===== src/rtl/wb_burst_reader_pkg.sv =====
// Shared constants and state type for the Wishbone burst reader.
package wb_burst_pkg;

  localparam logic [2:0] CTI_CLASSIC = 3'b000;
  localparam logic [2:0] CTI_INCR    = 3'b010;
  localparam logic [2:0] CTI_EOB     = 3'b111;
  localparam logic [1:0] BTE_LINEAR  = 2'b00;

  typedef enum logic [1:0] {
    IDLE,
    WAIT_SPACE,
    BURST,
    GAP
  } state_t;

endpackage


===== src/rtl/wb_burst_reader_if.sv =====
// Wishbone B4 pipelined-less bus with registered-feedback burst tags.
interface wshb_if (
  input logic clk,
  input logic rst
);

  logic        cyc;
  logic        stb;
  logic        we;
  logic [31:0] adr;
  logic [3:0]  sel;
  logic [2:0]  cti;
  logic [1:0]  bte;
  logic [31:0] dat_ms;
  logic        ack;
  logic [31:0] dat_sm;

  modport master (
    input  clk, rst, ack, dat_sm,
    output cyc, stb, we, adr, sel, cti, bte, dat_ms
  );

  modport slave (
    input  clk, rst, cyc, stb, we, adr, sel, cti, bte, dat_ms,
    output ack, dat_sm
  );

endinterface


===== src/rtl/wb_burst_reader_sync_fifo.sv =====
// First-word-fall-through synchronous FIFO; pop on empty is ignored,
// push on full is accepted only together with a pop.
module sync_fifo #(
  parameter int WIDTH = 32,
  parameter int DEPTH = 32
) (
  input  logic                     clk_i,
  input  logic                     rst_i,
  input  logic                     push_i,
  input  logic [WIDTH-1:0]         wdata_i,
  input  logic                     pop_i,
  output logic [WIDTH-1:0]         rdata_o,
  output logic                     full_o,
  output logic                     empty_o,
  output logic [$clog2(DEPTH):0]   count_o
);

  localparam int AW = $clog2(DEPTH);

  logic [WIDTH-1:0] mem_q [DEPTH];
  logic [AW-1:0]    wr_ptr_q;
  logic [AW-1:0]    rd_ptr_q;
  logic [AW:0]      count_q;
  logic             do_push;
  logic             do_pop;

  assign empty_o = (count_q == '0);
  assign full_o  = (count_q == (AW+1)'(DEPTH));
  assign do_pop  = pop_i && !empty_o;
  assign do_push = push_i && (!full_o || do_pop);
  assign rdata_o = mem_q[rd_ptr_q];
  assign count_o = count_q;

  // Pointer and occupancy bookkeeping.
  always_ff @(posedge clk_i or posedge rst_i) begin
    if (rst_i) begin
      wr_ptr_q <= '0;
      rd_ptr_q <= '0;
      count_q  <= '0;
    end else begin
      if (do_push) wr_ptr_q <= wr_ptr_q + 1'b1;
      if (do_pop)  rd_ptr_q <= rd_ptr_q + 1'b1;
      case ({do_push, do_pop})
        2'b10:   count_q <= count_q + 1'b1;
        2'b01:   count_q <= count_q - 1'b1;
        default: count_q <= count_q;
      endcase
    end
  end

  // Storage array, no reset needed since occupancy gates the output.
  always_ff @(posedge clk_i) begin
    if (do_push) mem_q[wr_ptr_q] <= wdata_i;
  end

endmodule


===== src/rtl/wb_burst_reader.sv =====
// Wishbone burst reader: fetches word_cnt words from base_adr in
// incrementing bursts of up to BURST_LEN beats into a stream FIFO.
// A burst only starts once the FIFO can absorb all of its beats, so ack
// is never back-pressured.
module wb_burst_reader
  import wb_burst_pkg::*;
#(
  parameter int BURST_LEN  = 8,
  parameter int FIFO_DEPTH = 32,
  parameter int CNT_W      = 16
) (
  input  logic             clk,
  input  logic             rst,
  wshb_if.master           wb_m,
  input  logic             start,
  input  logic [31:0]      base_adr,
  input  logic [CNT_W-1:0] word_cnt,
  output logic             busy,
  output logic             done,
  output logic [31:0]      rd_data,
  output logic             rd_valid,
  input  logic             rd_ready
);

  localparam int BW  = $clog2(BURST_LEN) + 1;
  localparam int FCW = $clog2(FIFO_DEPTH) + 1;

  state_t           state_q;
  logic [31:0]      adr_q;
  logic [CNT_W-1:0] rem_q;
  logic [BW-1:0]    beat_q;
  logic             cyc_q;
  logic [2:0]       cti_q;
  logic             busy_q;
  logic             done_q;

  logic [BW-1:0]    blen_d;
  logic [FCW-1:0]   fifo_count;
  logic [FCW-1:0]   fifo_free;
  logic             fifo_full;
  logic             fifo_empty;
  logic             fifo_push;
  logic             space_ok;

  assign blen_d    = (rem_q < CNT_W'(BURST_LEN)) ? BW'(rem_q) : BW'(BURST_LEN);
  assign fifo_free = FCW'(FIFO_DEPTH) - fifo_count;
  assign space_ok  = !fifo_full && (fifo_free >= FCW'(blen_d));
  assign fifo_push = (state_q == BURST) && wb_m.ack;

  // Burst sequencer with registered bus outputs.
  always_ff @(posedge clk or posedge rst) begin
    if (rst) begin
      state_q <= IDLE;
      adr_q   <= '0;
      rem_q   <= '0;
      beat_q  <= '0;
      cyc_q   <= 1'b0;
      cti_q   <= CTI_CLASSIC;
      busy_q  <= 1'b0;
      done_q  <= 1'b0;
    end else begin
      done_q <= 1'b0;
      case (state_q)
        IDLE: begin
          if (start) begin
            adr_q <= {base_adr[31:2], 2'b00};
            rem_q <= word_cnt;
            if (word_cnt == '0) begin
              done_q <= 1'b1;
            end else begin
              busy_q  <= 1'b1;
              state_q <= WAIT_SPACE;
            end
          end
        end
        WAIT_SPACE: begin
          if (space_ok) begin
            beat_q  <= blen_d;
            cyc_q   <= 1'b1;
            cti_q   <= (blen_d == BW'(1)) ? CTI_EOB : CTI_INCR;
            state_q <= BURST;
          end
        end
        BURST: begin
          if (wb_m.ack) begin
            adr_q  <= adr_q + 32'd4;
            rem_q  <= rem_q - 1'b1;
            beat_q <= beat_q - 1'b1;
            if (beat_q == BW'(1)) begin
              cyc_q <= 1'b0;
              cti_q <= CTI_CLASSIC;
              if (rem_q == CNT_W'(1)) begin
                done_q  <= 1'b1;
                busy_q  <= 1'b0;
                state_q <= IDLE;
              end else begin
                state_q <= GAP;
              end
            end else begin
              cti_q <= (beat_q == BW'(2)) ? CTI_EOB : CTI_INCR;
            end
          end
        end
        GAP:     state_q <= WAIT_SPACE;
        default: state_q <= IDLE;
      endcase
    end
  end

  sync_fifo #(
    .WIDTH (32),
    .DEPTH (FIFO_DEPTH)
  ) u_fifo (
    .clk_i   (clk),
    .rst_i   (rst),
    .push_i  (fifo_push),
    .wdata_i (wb_m.dat_sm),
    .pop_i   (rd_ready),
    .rdata_o (rd_data),
    .full_o  (fifo_full),
    .empty_o (fifo_empty),
    .count_o (fifo_count)
  );

  assign rd_valid    = !fifo_empty;
  assign busy        = busy_q;
  assign done        = done_q;

  assign wb_m.cyc    = cyc_q;
  assign wb_m.stb    = cyc_q;
  assign wb_m.we     = 1'b0;
  assign wb_m.adr    = adr_q;
  assign wb_m.sel    = 4'hF;
  assign wb_m.cti    = cti_q;
  assign wb_m.bte    = BTE_LINEAR;
  assign wb_m.dat_ms = '0;

endmodule


===== src/flat_wrapper.sv =====
// flat-port wrapper written by rule: the top's interface ports become plain ports
module wb_burst_reader_flat import wb_burst_pkg::*;
#(
  parameter int BURST_LEN  = 8,
  parameter int FIFO_DEPTH = 32,
  parameter int CNT_W      = 16
)
  (clk, rst, start, base_adr, word_cnt, busy, done, rd_data, rd_valid, rd_ready, wb_m_ack, wb_m_dat_sm, wb_m_cyc, wb_m_stb, wb_m_we, wb_m_adr, wb_m_sel, wb_m_cti, wb_m_bte, wb_m_dat_ms);
  wshb_if wb_m_i (.clk(clk), .rst(rst));
  input  logic clk;
  input  logic rst;
  input  logic start;
  input  logic [31:0] base_adr;
  input  logic [CNT_W-1:0] word_cnt;
  output logic busy;
  output logic done;
  output logic [31:0] rd_data;
  output logic rd_valid;
  input  logic rd_ready;
  input wire logic [$bits(wb_m_i.ack)-1:0] wb_m_ack;
  input wire logic [$bits(wb_m_i.dat_sm)-1:0] wb_m_dat_sm;
  output wire logic [$bits(wb_m_i.cyc)-1:0] wb_m_cyc;
  output wire logic [$bits(wb_m_i.stb)-1:0] wb_m_stb;
  output wire logic [$bits(wb_m_i.we)-1:0] wb_m_we;
  output wire logic [$bits(wb_m_i.adr)-1:0] wb_m_adr;
  output wire logic [$bits(wb_m_i.sel)-1:0] wb_m_sel;
  output wire logic [$bits(wb_m_i.cti)-1:0] wb_m_cti;
  output wire logic [$bits(wb_m_i.bte)-1:0] wb_m_bte;
  output wire logic [$bits(wb_m_i.dat_ms)-1:0] wb_m_dat_ms;
  assign wb_m_i.ack = wb_m_ack;
  assign wb_m_i.dat_sm = wb_m_dat_sm;
  assign wb_m_cyc = wb_m_i.cyc;
  assign wb_m_stb = wb_m_i.stb;
  assign wb_m_we = wb_m_i.we;
  assign wb_m_adr = wb_m_i.adr;
  assign wb_m_sel = wb_m_i.sel;
  assign wb_m_cti = wb_m_i.cti;
  assign wb_m_bte = wb_m_i.bte;
  assign wb_m_dat_ms = wb_m_i.dat_ms;
  wb_burst_reader #(.BURST_LEN(BURST_LEN), .FIFO_DEPTH(FIFO_DEPTH), .CNT_W(CNT_W)) u_core (.clk(clk), .rst(rst), .wb_m(wb_m_i), .start(start), .base_adr(base_adr), .word_cnt(word_cnt), .busy(busy), .done(done), .rd_data(rd_data), .rd_valid(rd_valid), .rd_ready(rd_ready));
endmodule

===== config.mk =====
export PLATFORM = sky130hd
export DESIGN_NAME = wb_burst_reader_flat
export DESIGN_NICKNAME = d
export VERILOG_FILES = /design/src/rtl/wb_burst_reader_pkg.sv /design/src/rtl/wb_burst_reader_if.sv /design/src/rtl/wb_burst_reader_sync_fifo.sv /design/src/rtl/wb_burst_reader.sv /design/src/flat_wrapper.sv
export SDC_FILE = /design/constraint.sdc
export NUM_CORES = 1
export LEC_CHECK = 0
export CAP_MARGIN = 20
export CELL_PAD_IN_SITES_DETAIL_PLACEMENT = 2
export CELL_PAD_IN_SITES_GLOBAL_PLACEMENT = 2
export CORE_ASPECT_RATIO = 1.1
export CORE_UTILIZATION = 35
export CTS_CLUSTER_SIZE = 24
export DETAILED_ROUTE_END_ITERATION = 8
export PLACE_DENSITY = 0.59
export SYNTH_ARGS = -nofsm -noshare
export SYNTH_HDL_FRONTEND = slang
export SYNTH_SLANG_ARGS = --single-unit

===== constraint.sdc =====
create_clock -name clk -period 5 [get_ports clk]
set_clock_uncertainty 0.1 [all_clocks]
set_input_delay 1 -clock clk [delete_from_list [all_inputs] [get_ports clk]]
set_output_delay 1 -clock clk [all_outputs]
set_load 0.02 [all_outputs]

# == Word-level counts from Yosys, hierarchy flattened ==
# Memory sizes are Yosys's and may differ from the RTL's.
# Cells that the tools add are included.
# totals
out_inout_bits,111
memories,1
ff_bits,76
ram_bits,1024
# classes
add_sub_neg,8
n_reduce_logical,18
n_lt_le_gt_ge,2
mux,42
eq_ne,16
# memory_table
memory,depth,width,rd,rd_clocked_by_memory_dff,wr,line_no,text
u_core.u_fifo.mem_q,32,32,1,0,1,wb_burst_reader_sync_fifo.sv:20,logic [WIDTH-1:0] mem_q [DEPTH];
# ops
op,count
$mux W32,2
$pmux W32 S2,1
$add A32 B3 Y32 const B,1
$mux W16,2
$pmux W16 S2,1
$eq A16 B1 Y1 const B,1
$logic_not A16 Y1,1
$lt A16 B4 Y1 const B,1
$sub A16 B1 Y16 const B,1
$mux W1,15
$mux W3,5
$mux W2,6
$mux W4,3
$pmux W6 S2,1
$add A5 B1 Y5 const B,2
$ne A2 B2 Y1 const B,5
$eq A4 B1 Y1 const B,2
$pmux W2 S4,1
$pmux W4 S2,1
$add A6 B1 Y6 const B,1
$eq A2 B2 Y1 const B,3
$eq A6 B6 Y1 const B,1
$ge A6 B4 Y1,1
$logic_not A6 Y1,1
other kinds (17),27

# == Logic depth before layout (Yosys ltp) ==
# logic_depth
ltp_word,7
mapped_depth,12

# == Modules after synthesis ==
# From an unflattened synthesis, not the netlist that was laid out.
# hier_totals
hier_cells,2561
hier_area_um2,44402.6
# by_module_without_submodules
mod,area_per_inst_um2,seq_area_each_um2,cells_per_inst,instances
sync_fifo,40157.3,31149.9,2045,1
wb_burst_reader,4245.3,1426.4,516,1

# == Worst setup path before layout ==
# OpenSTA, ideal clock, no wires.
# synth_timing
kind,input port to flip-flop
startpoint,input wb_m_ack
endpoint,"memory u_core.u_fifo.mem_q[31][0], enable pin"
required_ns,4.479
path_stages,5
arrival_time_ns,3.283
path_slack_ns,1.196
setup_ns,0.421
path_cell_list,nand2_1 a31oi_1 nand2_1 clkbuf_1 nor2_1
# synth_via
elab_chain_len,4
# synth_rtl
item,line_no,text
start: declaration,flat_wrapper.sv:20,input wire logic [$bits(wb_m_i.ack)-1:0] wb_m_ack;
$logic_and A1 B1 Y1,wb_burst_reader.sv:48,assign fifo_push = (state_q == BURST) && wb_m.ack;
$logic_and A1 B1 Y1,wb_burst_reader_sync_fifo.sv:30,assign do_push = push_i && (!full_o || do_pop);
$mux W1,wb_burst_reader_sync_fifo.sv:53,if (do_push) mem_q[wr_ptr_q] <= wdata_i;
$mux W1 (not written as such),wb_burst_reader_sync_fifo.sv:53,
end: declaration,wb_burst_reader_sync_fifo.sv:20,
# Every way passes these cells.

# == Final worst setup path ==
# layout_timing
startpoint,register u_core.u_fifo.rd_ptr_q[0]
endpoint,output rd_data[9]
# layout_via
elab_chain_len,1
# layout_rtl
item,line_no,text
start: declaration,wb_burst_reader_sync_fifo.sv:22,logic [AW-1:0] rd_ptr_q;
start signal: assignment,wb_burst_reader_sync_fifo.sv:42,if (do_pop) rd_ptr_q <= rd_ptr_q + 1'b1;
$mem_v2 Z32 W32,--,
end: declaration,flat_wrapper.sv:17,output logic [31:0] rd_data;
# Every way passes these cells.

==> flow_metrics.env <==
export IMPL_die_area_sq_um=128200
export IMPL_cts_root_buf="clkbuf_16"
export IMPL_io_pins=196
export IMPL_slew_headroom=0.2521
export IMPL_synth_most_common_cell="edfxtp_1"
export IMPL_area_growth_pct=19.66
export IMPL_gp_congestion=0.7470
export IMPL_slowest_stage="clkdlybuf4s50_1"
export IMPL_drive_above_1_share=0.1703
export IMPL_antenna_found_initial=1
export IMPL_fin_cells=4470
export IMPL_peakVddDrop_v=0.0003986
export IMPL_tritoncts="yes"
export IMPL_power_density_nw_per_um2=559.3
export IMPL_clkPwrFrac=0.294
export IMPL_wl_per_cell_um=29.14
export IMPL_fin_util=0.4234
export IMPL_synth_common_cells="1024 x edfxtp_1, 334 x mux2i_1, 128 x mux4_2"
export IMPL_synth_area_sq_um=44380
export IMPL_final_antenna_net_count=0
export IMPL_crit_buf_inv=2
export IMPL_grt_max_degree=94
export IMPL_synthTopCellsByArea="edfxtp_1 69%, mux2i_1 7.5%, mux4_2 6.5%"
export IMPL_endpoint_kind="output port"
export IMPL_p_int_mw=19.73
export IMPL_routed_via_density=5.442
export IMPL_post_dp_cell_area_sq_um=48720
export IMPL_hpwlAfterDp_um=72170
export IMPL_ys_ff_latch=1097
export IMPL_synth_largest_area_cell="edfxtp_1"
export IMPL_fin_crit_ns=4.843
export IMPL_max_stage_delay_ns=0.64
export IMPL_synthArstFlopShare=0.06655
export IMPL_ys_seq_area_frac=0.7341
export IMPL_clock_sinks=1097
export IMPL_cts_buffer_depth=3
export IMPL_hold_ws_ns=0.4281
export IMPL_yosysWarnings=0
export IMPL_final_area_sq_um=53100
export IMPL_yosysUniqueCellTypes=71
export IMPL_path_cells="nor2b_4, buf_4, a22o_1, nor3_1, a31oi_1, o221ai_1, clkdlybuf4s50_1"
export IMPL_cp_arrival_ns=3.74
export IMPL_report_final_hold_viol_count=0
export IMPL_fin_crit_sh=0.9685
export IMPL_rows=136
export IMPL_drv_slew=0
export IMPL_required_ns=3.90
export IMPL_overflow=0
export IMPL_cap_violations=0
export IMPL_cts_buffers=117
export IMPL_fin_setup_tns_ns=0
export IMPL_io_buffers=152
export IMPL_routed_wl_um=130300
export IMPL_pwr_share_seq=0.369
export IMPL_dieWidth_um=341.5
export IMPL_synth_edf_count=1024
export IMPL_syn_inst=2480
export IMPL_synthFlopType="edfxtp_1"
export IMPL_die_h_um=375.5
export IMPL_setup_viol=0
export IMPL_worst_slew_pin_slew_ns=1.118
export IMPL_pwr_share_comb=0.336
export IMPL_worstSkewPairLatency_ns=0.71
export IMPL_path_class="reg -> out"
export IMPL_num_vias=24320
export IMPL_grt_total_usage=0.2025
export IMPL_grt_pass1_wl_um=187600
export IMPL_firstDrtPassIters=5
export IMPL_post_cts_buffers=0
export IMPL_synth_top_area_frac=0.6929
export IMPL_hold_path_class="reg -> reg"
export IMPL_clk_pin_slew_ns=0.06
export IMPL_start_kind="register"
export IMPL_total_leakage_power_nw=17.81
export IMPL_p_sw_frac=0.3355
export IMPL_grt_pass1_vias=26650
export IMPL_p_sw_mw=9.962
export IMPL_route_detailed_drc=0
export IMPL_critPathMaxFanout=13
export IMPL_htree_levels=3
export IMPL_avgSynthCellArea_sq_um=17.89
export IMPL_nets=2828
export IMPL_crit_family="buffers and inverters"
export IMPL_core_sq_um=125400
export IMPL_rsz0062_at_grt="false"
export IMPL_status="complete, no violations"
export IMPL_placed_cells=4234
export IMPL_drt_iter0_drc=1848
export IMPL_clock_fmax_ghz=0.2065
export IMPL_initial_core_util=0.3538
-- routing by layer --
| layer | up-vias | wire length, um | GRT usage |
|---|---|---|---|
| met3 | 166 | 5224 | 0.02660 |
| met4 | 0 | 2809 | 0.05847 |
| met1 | 13140 | 55530 | 0.2642 |
| met2 | 557 | 66710 | 0.3512 |
| li1 | 10460 | - | - |
| met5 | - | 0 | 0 |
-- flip-flops by register name (all words and copies together) (netlist names) --
register,cells
u_core.done,1
u_core.busy,1
u_core.wb_m.cyc,1
u_core.u_fifo.wr_ptr_q,5
u_core.u_fifo.mem_q,1024
u_core.rem_q,16
u_core.state_q,2
u_core.beat_q,4
u_core.wb_m.adr,30
u_core.u_fifo.count_o,6
u_core.u_fifo.rd_ptr_q,5
u_core.wb_m.cti,2
-- cell type report --
type | count | area (sq um)
Antenna cell | 1 | 2.502
Clock buffer | 138 | 3069
Clock inverter | 75 | 762.0
Fill cell | 11730 | 72310
Inverter | 26 | 98.84
Multi-Input combinational cell | 1214 | 11250
Sequential cell | 1097 | 32590
Tap cell | 1656 | 2072
Timing Repair Buffer | 263 | 3261
-- cell usage in the layout (no fill, tap or decap), types with 35 or more instances in the layout --
| cell | Yosys | routed |
|---|---|---|
| edfxtp_1 | 1024 | 1024 |
| nor2_1 | 72 | 39 |
| mux4_2 | 128 | 128 |
| nor3_1 | 49 | 49 |
| nand2_1 | 86 | 85 |
| clkbuf_16 | 0 | 124 |
| clkdlybuf4s50_1 | 0 | 152 |
| a31oi_1 | 39 | 38 |
| buf_12 | 0 | 41 |
| mux2i_1 | 334 | 334 |
| conb_1 | 2 | 41 |
| a22o_1 | 57 | 57 |
| a22oi_1 | 47 | 47 |
| dfrtp_1 | 73 | 70 |
| a21oi_1 | 72 | 72 |
| buf_4 | 43 | 45 |
| o221ai_1 | 35 | 35 |
-- worst paths after layout --
check | slack [ns] | start | cells past startpoint | to
max | 0.16 | u_core.u_fifo.rd_ptr_q[0]$_DFFE_PP0P_ | 7 | rd_data[9]
min | 0.43 | u_core.rem_q[15]$_DFFE_PP0P_ | 2 | u_core.rem_q[15]$_DFFE_PP0P_
max reg2reg | 1.36 | u_core.rem_q[11]$_DFFE_PP0P_ | 10 | u_core.state_q[1]$_DFFE_PP0P_
min reg2reg | 0.43 | u_core.rem_q[15]$_DFFE_PP0P_ | 2 | u_core.rem_q[15]$_DFFE_PP0P_
max in group asynchronous | 3.38 | rst | 4 | u_core.wb_m.adr[18]$_DFFE_PP0P_
min in group asynchronous | 0.49 | rst | 2 | u_core.u_fifo.count_o[3]$_DFFE_PP0P_
-- cells by family (layout without fill, tap and decap cells) --
group                      after synthesis  count (layout)  synth area share
and+or+nand+nor                        316             316           0.03575
muxes                                  468             468            0.1418
DFF                                   1097            1097            0.7341
adders and majority gates               24              24          0.006936
buffers and inverters                  208             502           0.02205
other                                    2              42         0.0001692
xor gates and xnor gates                13              13          0.002566
AOI/OAI and AO/OA                      352             352           0.05659
-- per-stage QoR --
step	setup slack (ns)	power, mW
floorplan	1.196	17.22
global placement	0.8560	20.98
detailed placement	0.8440	21.23
CTS	0.02197	30.07
global route	0.01716	30.97
finish	0.1574	29.70
-- tightest hold or removal path, cell delays in order (launching register included) --
cell and delay [ns]:
dfrtp_1 0.37, inv_1 0.05, o22ai_1 0.06
-- repair_timing --
action / 4_1_cts / 5_1_grt
gates resized for setup: 0 / 3
hold buffers: 0 / 0
setup endpoints to repair: 0 / 3
-- power groups by stage --
| stage | combinational, mW | clock, mW | sequential [mW] |
|---|---|---|---|
| finish | 9.99 | 8.74 | 11.0 |
| global route | 10.7 | 9.23 | 11.0 |
| CTS | 10.2 | 8.95 | 11.0 |
| detailed placement | 10.1 | 0 | 11.2 |
| global placement | 9.87 | 0 | 11.1 |
| floorplan | 6.17 | 0 | 11.0 |
Power figures use the tool's default switching activity.
